[src/rtl/regfile_32x64.sv]
// 32 x 64-bit architectural register file with hardwired zero register,
// per-bit 32:1 read-select trees and same-cycle WB->ID write-through bypass.

module regfile_32x64_mux #(
    parameter int N  = 32,
    parameter int AW = 5
) (
    input  logic [N-1:0]  d,
    input  logic [AW-1:0] sel,
    output logic          y
);
    assign y = d[sel];
endmodule

module regfile_32x64 #(
    parameter int DATA_WIDTH = 64,
    parameter int NUM_REGS   = 32,
    parameter int ZERO_REG   = 31
) (
    input  logic                  clk,
    input  logic                  reset,
    input  logic                  RegWrite,
    input  logic [4:0]            WriteRegister,
    input  logic [DATA_WIDTH-1:0] WriteData,
    input  logic [4:0]            ReadRegister1,
    input  logic [4:0]            ReadRegister2,
    output logic [DATA_WIDTH-1:0] ReadData1,
    output logic [DATA_WIDTH-1:0] ReadData2
);
    localparam int AW = 5;

    logic [NUM_REGS-1:0][DATA_WIDTH-1:0] regs;
    logic [NUM_REGS-1:0]                 we;
    logic [DATA_WIDTH-1:0]               mux1, mux2;
    logic                                byp1, byp2;

    always_comb begin
        we = '0;
        for (int i = 0; i < NUM_REGS; i++)
            we[i] = RegWrite && (WriteRegister == AW'(i)) && (i != ZERO_REG);
    end

    for (genvar r = 0; r < NUM_REGS; r++) begin : g_reg
        if (r == ZERO_REG) begin : g_zero
            assign regs[r] = '0;
        end else begin : g_store
            logic [DATA_WIDTH-1:0] q;
            always_ff @(posedge clk or negedge reset) begin
                if (!reset)
                    q <= '0;
                else if (we[r])
                    q <= WriteData;
            end
            assign regs[r] = q;
        end
    end

    // Each output bit is its own 32:1 mux over the column of that bit.
    for (genvar b = 0; b < DATA_WIDTH; b++) begin : g_bit
        logic [NUM_REGS-1:0] col;
        for (genvar r = 0; r < NUM_REGS; r++) begin : g_col
            assign col[r] = regs[r][b];
        end
        regfile_32x64_mux #(.N(NUM_REGS), .AW(AW)) u_mux1 (
            .d   (col),
            .sel (ReadRegister1),
            .y   (mux1[b])
        );
        regfile_32x64_mux #(.N(NUM_REGS), .AW(AW)) u_mux2 (
            .d   (col),
            .sel (ReadRegister2),
            .y   (mux2[b])
        );
    end

    // Bypass is gated by reset so outputs read 0 while reset is held.
    assign byp1 = reset && RegWrite && (WriteRegister == ReadRegister1) &&
                  (WriteRegister != AW'(ZERO_REG));
    assign byp2 = reset && RegWrite && (WriteRegister == ReadRegister2) &&
                  (WriteRegister != AW'(ZERO_REG));

    assign ReadData1 = byp1 ? WriteData : mux1;
    assign ReadData2 = byp2 ? WriteData : mux2;
endmodule

[config.mk]
export PLATFORM = sky130hd
export DESIGN_NAME = regfile_32x64
export DESIGN_NICKNAME = d
export VERILOG_FILES = /design/src/rtl/regfile_32x64.sv
export SDC_FILE = /design/constraint.sdc
export NUM_CORES = 2
export LEC_CHECK = 0
export CAP_MARGIN = 20
export CORE_ASPECT_RATIO = 1.75
export CORE_MARGIN = 2
export CORE_UTILIZATION = 54
export CTS_CLUSTER_SIZE = 30
export DETAILED_ROUTE_END_ITERATION = 12
export PLACE_DENSITY = 0.68
export SETUP_SLACK_MARGIN = 0.5
export SKIP_LAST_GASP = 1
export SYNTH_ARGS = -nofsm -noshare
export SYNTH_HDL_FRONTEND = slang
export SYNTH_SLANG_ARGS = --single-unit
[constraint.sdc]
create_clock -name clk -period 3.85 [get_ports clk]
set_input_delay 0.77 -clock clk [delete_from_list [all_inputs] [get_ports clk]]
set_output_delay 0.77 -clock clk [all_outputs]
set_load 0.02 [all_outputs]
After elaboration in Yosys (flattened, before gate mapping)
Cells that the tools add are included.
{ "totals": {"word_cells": 361, "out_inout_bits": 128, "reg_bits": 1984, "in_bits": 82} }
{ "op_classes": {"eq_ne": 33, "n_reduce_logical": 37, "mux": 258, "order_cmp": 2} }
{ "ops": {"columns": ["op", "n"], "rows": [
  ["1-bit binary-select mux with 5-bit select", 128],
  ["1-bit 2-to-1 mux", 128],
  ["64-bit 2-to-1 mux", 2],
  ["5-bit equality test, second input constant", 15],
  ["5-bit by 4-bit equality test with 1-bit output, second input constant", 8],
  ["1-bit logical AND", 36],
  ["5-bit by 3-bit equality test with 1-bit output, second input constant", 4],
  ["5-bit by 6-bit < comparator with 1-bit output, second input constant", 2],
  ["5-bit by 2-bit equality test with 1-bit output, second input constant", 2],
  ["5-bit equality test", 2],
  ["5-bit by 1-bit equality test with 1-bit output, second input constant", 1],
  ["5-bit logical NOT", 1],
  ["5-bit != test, second input constant", 1]
]} }

Logic depth before layout (Yosys ltp)
{ "depth": {"ltp_word": 4, "depth_mapped": 10} }

Hierarchy
Synthesis repeated with hierarchy kept, for this count alone.
{ "unflattened": {"cells_unflattened": 9816, "hier_area_um2": 118083.3} }
{ "by_module_without_submodules": {"columns": ["module", "instances", "cells_per_inst", "seq_area_each_um2", "area_each_um2"], "rows": [
  ["regfile_32x64", 1, 4568, 49647.6, 76443.3],
  ["regfile_32x64_mux", 128, 41, 0.0, 325.3]
]} }

Worst setup path before layout
OpenSTA, ideal clock, no wires.
{ "synth_timing": {"kind": "in2out", "startpoint": "input WriteRegister[1]", "endpoint": "output ReadData1[10]", "cell_stages": 7, "setup_slack_ns": 0.413, "t_arrival_ns": 2.667, "required_ns": 3.080, "path_cell_list": "buf_2 nand2_1 o211ai_1 nor4_1 buf_2 buf_1 o41ai_1"} }
{ "synth_between": {"elab_chain_len": 4, "elab_cells_between_ends": 5} }
{ "synth_rtl": {"columns": ["element", "line_no", "source"], "rows": [
  ["start: declaration", "23", "input logic [4:0] WriteRegister,"],
  ["5-bit equality test", "77", "assign byp1 = reset && RegWrite && (WriteRegister == ReadRegister1) &&"],
  ["1-bit logical AND", "77", null],
  ["1-bit logical AND *", "77", null],
  ["64-bit 2-to-1 mux *", "82", "assign ReadData1 = byp1 ? WriteData : mux1;"],
  ["end: declaration", "27", "output logic [DATA_WIDTH-1:0] ReadData1,"]
]} }
Every way passes the cells marked *; elsewhere a longest branch is shown, timed or not.

Final worst setup path
{ "layout_timing": {"startpoint": "input ReadRegister1[0]", "endpoint": "output ReadData1[26]"} }
{ "layout_between": {"elab_chain_len": 4, "elab_cells_between_ends": 6} }
{ "layout_rtl": {"columns": ["element", "line_no", "source"], "rows": [
  ["start: declaration", "25", "input logic [4:0] ReadRegister1,"],
  ["parallel branches: the longest is 3 deep, another holds 1-bit binary-select mux with 5-bit select", null, null],
  ["64-bit 2-to-1 mux *", "82", null]
]} }
Every way passes the cells marked *. The select of a mux whose other input is x is not followed.

==> results.toml <==
[run_status]
status = "finished clean"

[synth]
synth.avg_cell_area_um2 = 14.5
synth_top_family_by_area = "multiplexers"
synth_compound_area_share_pct = 5.36
synth_enable_flop_cells = 0
synth_seq_cells = 1984
synth_common_cells = "1984 x dfrtp_1, 1916 x mux2_2, 858 x mux4_2"
syn-num-nets = 7418
async_flop_share_pct = 100
synth_top_area_share_pct = 46.5
yosysUniqueCellTypes = 48
synthSimpleGateAreaFrac_pct = 2.05
synthMuxAreaShare_pct = 42.2
netlist_instances = 7336
synth_fa_ha_area_share_pct = 0
ys_warn_count = 0
synth_xor_xnor_area_share_pct = 0.0821
yosys_most_used_dff = "dfrtp_1"
synth-seq-area-share_pct = 46.5
yosysMostFrequentCell = "dfrtp_1"
netlist_top_cells_area = "dfrtp_1 47%, mux2_2 20%, mux4_2 18%"
synthesis.area_mm2 = 0.107
yosysTopAreaCell = "dfrtp_1"

[critical_path]
worstReg2RegEnd = "g_reg[12].g_store.q[12]$_DFFE_PN0P_"
crit_path_top_delay_cell = "mux4_2"
criticalPathCategory = "in -> out"
max_stage_delay_ns = 0.50
reg2reg_from = "g_reg[12].g_store.q[12]$_DFFE_PN0P_"
crit_chain = "buf_16 -> buf_16 -> buf_16 -> buf_6 -> mux4_2 -> mux2i_1 -> nor2_1 -> a311oi_1 -> buf_4 -> o41ai_1 -> buf_4 -> buf_4"
cp.arrival_ns = 3.05
crit_path_end_kind = "output pin"
rrSetupSlack_ns = 3.02
worstPathRequired_ns = 3.08
start_kind = "input pin"
ff2ff_path_depth = 1
path_max_fanout = 8

[drt]
via_per_inst = 7.00
ant_nets = 0
wirelength_um = 382000
dr_total_vias = 75400
firstDrtPassIters = 5
drtIter0Drc = 7884
wl_per_cell_um = 35.5
drc = 0

[timing]
slew-limit-headroom_pct = 25.1
worstMarginPinSlew_ns = 1.12
setup_viol = 0
hold_ws_ns = 0.272
fmax_mhz = 261
hold_viol = 0
finalMaxSlewViolations = 0
final.min_clock_period_ns = 3.82
period_share_pct = 99.3
skew_ns = 0
rsz0062_at_grt = "yes"
timing.setup.tns_ns = 0

[final_layout]
largestRegisters = "g.g_store.q: 1984 flops"
multi_input_area_mm2 = 0.0551
layout.nets = 8093
area_delta_synth_final_pct = 21.4
register_area_mm2 = 0.0496
fillers = 13800
largest_reg_flops = 1984
regMostFlops = "g.g_store.q"
stdcell_count = 10800
drive_above_1_share_pct = 56.4

[place]
dp_cells = 10200
dp_hpwl_um = 235000
gp_congestion = 0.883
port_buffers = 209

[min_path]
holdCritPathClass = "in -> async"

[floorplanning]
core-area_mm2 = 0.196
die_w_um = 340
num_rows = 215
dieArea_mm2 = 0.201
io_pins = 210
start_util_pct = 54.4
die_h_um = 592

[pwr]
fin_total_pwr_mw = 62.2
leakage_nw = 56.6
ir_drop_v = 0.000362
pwr_density_cell_mw_per_mm2 = 480

[job]
maxCapViolCount = 0

[clock_tree]
clock_latency_ns = 0.86
clock_sinks = 1984
cts.clk_slew.worst_paths_ns = 0.07
cts_root_buffer = "clkbuf_16"
cts_tree = "built"
cts-htree-levels = 4
clockBufferDepth = 4
cts-buffers-inserted = 192
ctsHoldBuffers = 0

[global_route]
grtUsageTotal_pct = 37.6
grt-ovfl-total = 0
grt_pass1_vias = 78800
grt_max_degree = 190
grt_pass1_wl_um = 550000
antenna_found_initial = 11
==> metal layers <==
layer	GRT usage, %	vias up	part of all wire (%)
met3	7.18	1220	9.1
met5	0	-	0.010
met4	21.5	6	6.7
met2	60.1	4148	48
li1	-	29700	-
met1	48.3	40400	36
==> per-stage QoR <==
stage,cell area (um^2),setup WS [ns],util (%)
2_1_floorplan,107000,0.413,-
3_3_place_gp,118000,-0.739,60.1
3_5_place_dp,118000,-0.743,60.1
4_1_cts,127000,-0.0218,64.8
5_1_grt,130000,0.0167,66.1
6_report,130000,0.0252,66.1
==> final cells by class <==
type,instances,share of cell area [%]
well taps,2604,2.52
repair buffers,1298,11.6
multi-input cells,4466,42.5
diodes,3,0.00580
flip-flops and latches,1984,38.3
clock buffers,280,4.32
clock inverters,59,0.457
inverters,69,0.202
==> worst max-delay path, delay by kind of cell <==
kind                   cells  cell delay [ns]
AO/OA/AOI/OAI              2             0.37
AND/OR/NAND/NOR            1             0.06
multiplexers               2             0.66
buffers and inverters      7             1.15
==> report_power, final <==
part	internal, mW	switching [mW]
Sequential	25.0	3.09
Combinational	8.70	6.20
Clock	10.8	8.48
==> kinds of logic after synthesis <==
logic type	Yosys count
and+or+nand+nor	512
buffers and inverters	886
muxes	3178
AOI/OAI and AO/OA	766
DFF	1984
xor gates and xnor gates	10
==> worst max path at each step <==
stage,from,end,slack (ns),depth (start not counted)
after CTS,ReadRegister1[0],ReadData1[5],-0.02,12
after floorplan,WriteRegister[1],ReadData1[10],0.41,7
after detailed placement,ReadRegister1[4],ReadData1[52],-0.74,10
after global placement,ReadRegister1[4],ReadData1[52],-0.74,10
after global routing,ReadRegister1[0],ReadData1[34],0.02,10
final,ReadRegister1[0],ReadData1[26],0.03,12
==> placed cells by master (no fill, tap or decap), drive strengths merged, types with 64 or more instances in the layout <==
| master | instances |
|---|---|
| nor2 | 153 |
| dfrtp | 1984 |
| o211ai | 129 |
| mux2 | 1935 |
| o21ai | 69 |
| clkbuf | 306 |
| clkdlybuf4s50 | 64 |
| mux4 | 858 |
| mux2i | 385 |
| buf | 1196 |
| o22ai | 134 |
| inv | 71 |
| nand2 | 269 |
| o221ai | 68 |
==> timing repair <==
| item | in CTS | in global routing |
|---|---|---|
| cloned | 22 | 14 |
| resized for setup | 634 | 435 |
| pin swaps | 57 | 65 |
| setup endpoints to repair | 128 | 128 |
| buffers inserted | 110 | 119 |
Note: power is estimated with default switching activity, not from simulation.
